[config.mk]
export PLATFORM = sky130hd
export DESIGN_NAME = axilite_read_channel
export DESIGN_NICKNAME = d
export VERILOG_FILES = /design/src/rtl/axilite_read_channel.sv
export SDC_FILE = /design/constraint.sdc
export NUM_CORES = 1
export LEC_CHECK = 0
export CAP_MARGIN = 20
export CORE_MARGIN = 1
export CORE_UTILIZATION = 30
export DETAILED_ROUTE_END_ITERATION = 12
export HOLD_SLACK_MARGIN = 0.02
export PLACE_DENSITY = 0.71
export SLEW_MARGIN = 5
export SYNTH_ARGS = -nofsm -noshare
export SYNTH_HDL_FRONTEND = slang
export SYNTH_SLANG_ARGS = --single-unit
[constraint.sdc]
create_clock -name clk -period 2.2 [get_ports clk]
set_clock_uncertainty 0.1 [all_clocks]
set_input_delay 0.33 -clock clk [delete_from_list [all_inputs] [get_ports clk]]
set_output_delay 0.33 -clock clk [all_outputs]
set_load 0.05 [all_outputs]
[src/rtl/axilite_read_channel.sv]
// ---------------------------------------------------------------------------
// axilite_read_channel
//
// AXI4-Lite read slave for the coprocessor register file. It accepts one AR
// beat at a time, decodes it against a window of NUM_WORDS registers starting
// at BASE_ADDR, waits READ_LATENCY cycles, then presents the word on the R
// channel and holds it until the master takes it. Successful reads pulse
// rd_strobe/rd_index so clear-on-read registers can react. Non-OKAY
// responses bump a saturating error counter.
//
// Handshake: a transfer occurs on a rising clk edge where valid && ready.
// Once rvalid is raised, rdata/rresp stay frozen until that transfer edge.
//
// Ports:
//   clk, rst     clock (rising edge), asynchronous active-high reset
//   data         flattened register contents, word i = data[i*DATA_WIDTH +: DATA_WIDTH]
//   araddr       AR byte address
//   arvalid      AR valid            arready  AR ready (registered)
//   rdata        R data (registered) rresp    0 OKAY, 2 SLVERR, 3 DECERR
//   rvalid       R valid (registered) rready  R ready
//   rd_strobe    one-cycle pulse per successful read
//   rd_index     word index, meaningful while rd_strobe is high
//   err_count    saturating count of non-OKAY responses
// ---------------------------------------------------------------------------
module axilite_read_channel #(
    parameter int DATA_WIDTH    = 32,
    parameter int ADDR_SIZE     = 32,
    parameter int NUM_WORDS     = 4,
    parameter int BASE_ADDR     = 0,
    parameter int READ_LATENCY  = 1,
    parameter int ERR_CNT_WIDTH = 16,
    localparam int IDX_W        = (NUM_WORDS > 1) ? $clog2(NUM_WORDS) : 1
) (
    input  logic                            clk,
    input  logic                            rst,
    input  logic [NUM_WORDS*DATA_WIDTH-1:0] data,
    input  logic [ADDR_SIZE-1:0]            araddr,
    input  logic                            arvalid,
    output logic                            arready,
    output logic [DATA_WIDTH-1:0]           rdata,
    output logic [1:0]                      rresp,
    output logic                            rvalid,
    input  logic                            rready,
    output logic                            rd_strobe,
    output logic [IDX_W-1:0]                rd_index,
    output logic [ERR_CNT_WIDTH-1:0]        err_count
);

    localparam int BYTE_SHIFT = $clog2(DATA_WIDTH / 8);

    localparam logic [ADDR_SIZE-1:0] BASE_A  = ADDR_SIZE'(BASE_ADDR);
    localparam logic [ADDR_SIZE-1:0] WORDS_A = ADDR_SIZE'(NUM_WORDS);
    localparam logic [ADDR_SIZE-1:0] LO_MASK = ADDR_SIZE'(DATA_WIDTH / 8 - 1);
    localparam logic [2:0]           LAT_LOAD = 3'(READ_LATENCY - 1);

    localparam logic [1:0] RESP_OKAY   = 2'b00;
    localparam logic [1:0] RESP_SLVERR = 2'b10;
    localparam logic [1:0] RESP_DECERR = 2'b11;

    localparam logic [1:0] ST_IDLE = 2'd0;
    localparam logic [1:0] ST_WAIT = 2'd1;
    localparam logic [1:0] ST_RESP = 2'd2;

    logic [1:0]            state;
    logic [2:0]            cnt;
    logic [1:0]            resp_q;
    logic [IDX_W-1:0]      index_q;

    logic [ADDR_SIZE-1:0]  offset;
    logic [ADDR_SIZE-1:0]  word_off;
    logic [1:0]            dec_resp;
    logic [IDX_W-1:0]      dec_index;
    logic [DATA_WIDTH-1:0] rd_word;

    // Decode the address presented on the accept edge; the result is latched
    // together with the accept, so the decode sees exactly the captured address.
    always_comb begin
        offset    = araddr - BASE_A;
        word_off  = offset >> BYTE_SHIFT;
        dec_index = word_off[IDX_W-1:0];
        if ((araddr < BASE_A) || (word_off >= WORDS_A)) begin
            dec_resp = RESP_DECERR;
        end else if ((offset & LO_MASK) != '0) begin
            dec_resp = RESP_SLVERR;
        end else begin
            dec_resp = RESP_OKAY;
        end
    end

    // Word mux over the flattened bus; only reached for in-range indices.
    always_comb begin
        rd_word = '0;
        for (int i = 0; i < NUM_WORDS; i++) begin
            if (index_q == IDX_W'(i)) begin
                rd_word = data[i*DATA_WIDTH +: DATA_WIDTH];
            end
        end
    end

    always_ff @(posedge clk or posedge rst) begin
        if (rst) begin
            state     <= ST_IDLE;
            cnt       <= '0;
            resp_q    <= RESP_OKAY;
            index_q   <= '0;
            arready   <= 1'b1;
            rvalid    <= 1'b0;
            rdata     <= '0;
            rresp     <= RESP_OKAY;
            err_count <= '0;
        end else begin
            case (state)
                ST_IDLE: begin
                    if (arvalid) begin
                        resp_q  <= dec_resp;
                        index_q <= dec_index;
                        cnt     <= LAT_LOAD;
                        arready <= 1'b0;
                        state   <= ST_WAIT;
                    end
                end
                ST_WAIT: begin
                    if (cnt == 3'd0) begin
                        // Sample edge: data is captured here and never again.
                        rvalid <= 1'b1;
                        rresp  <= resp_q;
                        rdata  <= (resp_q == RESP_OKAY) ? rd_word : '0;
                        if ((resp_q != RESP_OKAY) && (err_count != '1)) begin
                            err_count <= err_count + ERR_CNT_WIDTH'(1);
                        end
                        state <= ST_RESP;
                    end else begin
                        cnt <= cnt - 3'd1;
                    end
                end
                ST_RESP: begin
                    if (rready) begin
                        rvalid  <= 1'b0;
                        arready <= 1'b1;
                        state   <= ST_IDLE;
                    end
                end
                default: begin
                    state <= ST_IDLE;
                end
            endcase
        end
    end

    // Strobe covers the final WAIT cycle, i.e. the cycle ending at the sample
    // edge, so side-effect registers clear in step with the data being taken.
    assign rd_strobe = (state == ST_WAIT) && (cnt == 3'd0) && (resp_q == RESP_OKAY);
    assign rd_index  = rd_strobe ? index_q : '0;

endmodule

==> results.md <==
Setup path:
- STA classifies the critical path startpoint as a flip-flop.
- Data on the critical path arrives at its endpoint at 1.72 ns.
- The worst setup path is captured at an output pin.
- Of all nets on the critical path, the largest fanout is 5.
- The worst setup path category is reg -> out.
- Data on the critical path is required at its endpoint by 1.77 ns.

Die:
- The die area is 11600 sq um.
- Measured along the x axis, the die boundary spans 108 microns.
- The floorplan step defined a core boundary enclosing 10800 sq um.
- The initial utilization of the core area, before any placement, comes to 30.9%.
- From bottom edge to top edge, the die measures 108 microns.
- The floorplan row count is 38.
- The I/O pin count is around 220.

CTS:
- The clock net in this run drives a total of 61 sinks.
- The cell at the root of the clock tree is sky130_fd_sc_hd__clkbuf_8.
- The clock latency on the worst-skew pair is 0.34 ns.
- TritonCTS built the clock tree.
- The clock passes through at most 2 buffers.
- The number of clock buffers inserted by TritonCTS is 9.
- Clock-pin slew was measured on the worst setup and hold paths at ~0.07 ns.
- The H-tree level count is 3.
- The hold buffer count at cts is 0.

Timing:
- The tightest hold path in the finished design has a slack of 0.262 ns.
- In the finished design, the share of the clock period the worst path needs comes to a little over nine tenths.
- The pin slew with the least headroom to its limit is 0.667 ns.
- The achievable clock frequency is 466 MHz.
- Setup violations remaining at the end of the flow were counted as 0.
- The final critical-path required period is 2.15 ns.
- The final-report hold violation count is 0.
- The final number of max-transition violations is 0.
- The minimum setup slack in the final design is 0.0519 ns.
- The worst pin sits at a relative slew slack of 55.2%.

Drt:
- The aggregate routed wire length is 11.0 mm.
- The count of TritonRoute iterations in the first routing pass is 4.
- The number of remaining DRC errors is 0.
- Dividing the detail-routed via count by the number of cells gives about 5.
- Dividing the detail-routed wire length by the instance count gives 17.4 microns.
- The detailed router finished its first iteration with roughly 100 violations.
- The via total after detailed routing is 3183.
- The residual antenna-violating net count after detailed routing is 0.

Logic synthesis:
- The sequential fraction of the synthesis area is 45.7%.
- In the post-synthesis netlist, the biggest area contributors are sky130_fd_sc_hd__dfrtp_1, sky130_fd_sc_hd__mux4_2, sky130_fd_sc_hd__a22o_1.
- The commonest cells after synthesis are sky130_fd_sc_hd__dfrtp_1, sky130_fd_sc_hd__a22o_1, sky130_fd_sc_hd__mux4_2.
- Counting distinct cell types in the post-synthesis netlist gives 38.
- After technology mapping, the gate count stands at 257.
- Summed over all instances, the cell type with the most area after synthesis is sky130_fd_sc_hd__dfrtp_1.
- The synthesized netlist occupies a cell area of 3350 sq um.
- The yosys synthesis warning count is 0.
- Each instance of the synthesized netlist takes up on average 13.0 sq um.
- The flip-flop cell with the highest count after synthesis is sky130_fd_sc_hd__dfrtp_1.
- Of all flip-flops after synthesis, the portion carrying an async set or reset was 100%.
- The count of flip-flops with a built-in enable after synthesis is 0.
- The synthesized netlist net count is 424.
- In the post-synthesis netlist, the cell with the most instances is sky130_fd_sc_hd__dfrtp_1.
- The area share of the largest cell type after synthesis is 44.9%.
- In this run, synthesis produced a sequential element count of 61.

Placement:
- The global placer's final weighted congestion is 0.748.
- The HPWL after detailed placement is between 8 and 9 mm.
- The count of buffers from port buffering is 218.
- The number of placed instances, taps included is 613.
- Timing analysis after detailed placement gives a worst setup slack of ~0.0030 ns.

GRT:
- The met1 track demand over resource in global routing is between 20% and 30%.
- Entering global routing, the biggest net connects 62 pins.
- In this run the most used layer during global routing was met2.
- The met3 usage is approximately 4.2%.
- After global routing the overflow that remains totals 0.
- For met2 alone, demand over resource in global routing was 34.0%.
- Global routing used about a fifth of the available tracks.
- The wire length of the first global-routing pass is approximately 17 mm.
- The number of global-route vias before repair is 3393.
- The initial antenna violation count was 0.

Finish:
- The number of antenna diodes in the final layout is 0.
- The filler cells instantiated in the layout total 909.
- Once layout is complete, the cells apart from fillers number 631.
- Cells fill 56.2% of the core in the end.
- The growth of design area from synthesis to finish is 82.2%.
- Of the cells placed in the final design, the portion with a size suffix greater than 1 is 18.7%.
- The number of nets in the layout is roughly 650.

Power and ir drop:
- The maximum ir drop on the vdd rail is around 610 uV.
- For this design the static power due to leakage is 2.47 nW.
- The power density relative to cell area is roughly 810 nW/um^2.

Outcome:
- The flow ran to the end, and the final reports show no timing, DRC or antenna violations.

Hold path:
- The path class of the lowest-slack min-delay path is in -> async.

Job:
- The max-cap check violation count is 0.
critical path: stages (launching register included):
cell and delay, ns:
sky130_fd_sc_hd__dfrtp_1 0.40, sky130_fd_sc_hd__inv_2 0.09, sky130_fd_sc_hd__ha_4 0.13, sky130_fd_sc_hd__buf_4 0.12
sky130_fd_sc_hd__and4bb_2 0.29, sky130_fd_sc_hd__and3_4 0.22, sky130_fd_sc_hd__buf_12 0.13
power breakdown:
part / internal, W / switching (W) / total [W]
sequential: 0.00127 / 0.000139 / 0.00141
clock: 0.000615 / 0.000431 / 0.00105
combinational: 0.00129 / 0.00118 / 0.00247
stage by stage:
stage	area [sq um]	total power (W)	TNS (ns)
after global placement	5840	0.00379	0
after CTS	6070	0.00495	0
after floorplan	3360	0.00297	0
final	6100	0.00493	0
after global routing	6100	0.00522	-0.00270
after detailed placement	5840	0.00387	0
metal layers:
| layer | wire (microns) | part of all wire, % |
|---|---|---|
| met5 | 0 | 0 |
| met4 | 173 | 1.6 |
| met3 | 620 | 5.7 |
| met2 | 5870 | 54 |
| met1 | 4310 | 39 |
kinds of logic (layout without fill, tap and decap cells):
kind of cell	after synthesis	count (layout)	synth area share [%]
buffers and inverters	26	260	3.18
muxes	35	35	22.6
DFF	61	61	45.7
xor gates and xnor gates	14	14	3.66
adders and majority gates	3	3	1.12
and+or+nand+nor	71	71	12.5
AOI/OAI and AO/OA	47	47	11.3
flip-flops by register name (all words and copies together), names as in the netlist:
register   count
rdata         32
err_count     16
cnt            3
index_q        2
resp_q         2
rresp          2
state          2
arready        1
rvalid         1
final timing paths:
path / startpoint / end / slack, ns / depth (start not counted)
max: cnt[0] / rd_index[0] / 0.05 / 6
min: rst / rdata[1] / 0.26 / 3
max reg2reg: cnt[0] / err_count[1] / 0.12 / 7
min reg2reg: rresp[0] / rresp[0] / 0.38 / 2
max in group asynchronous: rst / arready / 1.42 / 3
min in group clk: rresp[0] / rresp[0] / 0.38 / 2
cell usage in the layout, fill, tap and decap left out, types with 8 or more instances in the layout:
cell type	instances
sky130_fd_sc_hd__a22o_1	34
sky130_fd_sc_hd__buf_4	16
sky130_fd_sc_hd__clkbuf_8	12
sky130_fd_sc_hd__clkdlybuf4s50_1	215
sky130_fd_sc_hd__dfrtp_1	57
sky130_fd_sc_hd__mux4_2	32
sky130_fd_sc_hd__nand2_1	17
sky130_fd_sc_hd__nor2_1	8
sky130_fd_sc_hd__nor4_1	11
sky130_fd_sc_hd__xor2_1	13
layout make-up:
type	count	area (sq um)	area share, %
sequential	61	1530	25.1
clock buffer	13	169	2.77
inverter	7	26.3	0.431
tap	140	175	2.87
timing repair buffer	237	2390	39.2
clock inverter	3	42.5	0.698
multi-input combinational	170	1760	28.9
timing repair:
item,CTS,global route
pin swaps,1,0
endpoints found under the hold margin,0,0
gates resized for setup,5,3
endpoints found under the setup margin,3,7
setup buffers,2,1
Power figures use the tool's default switching activity.
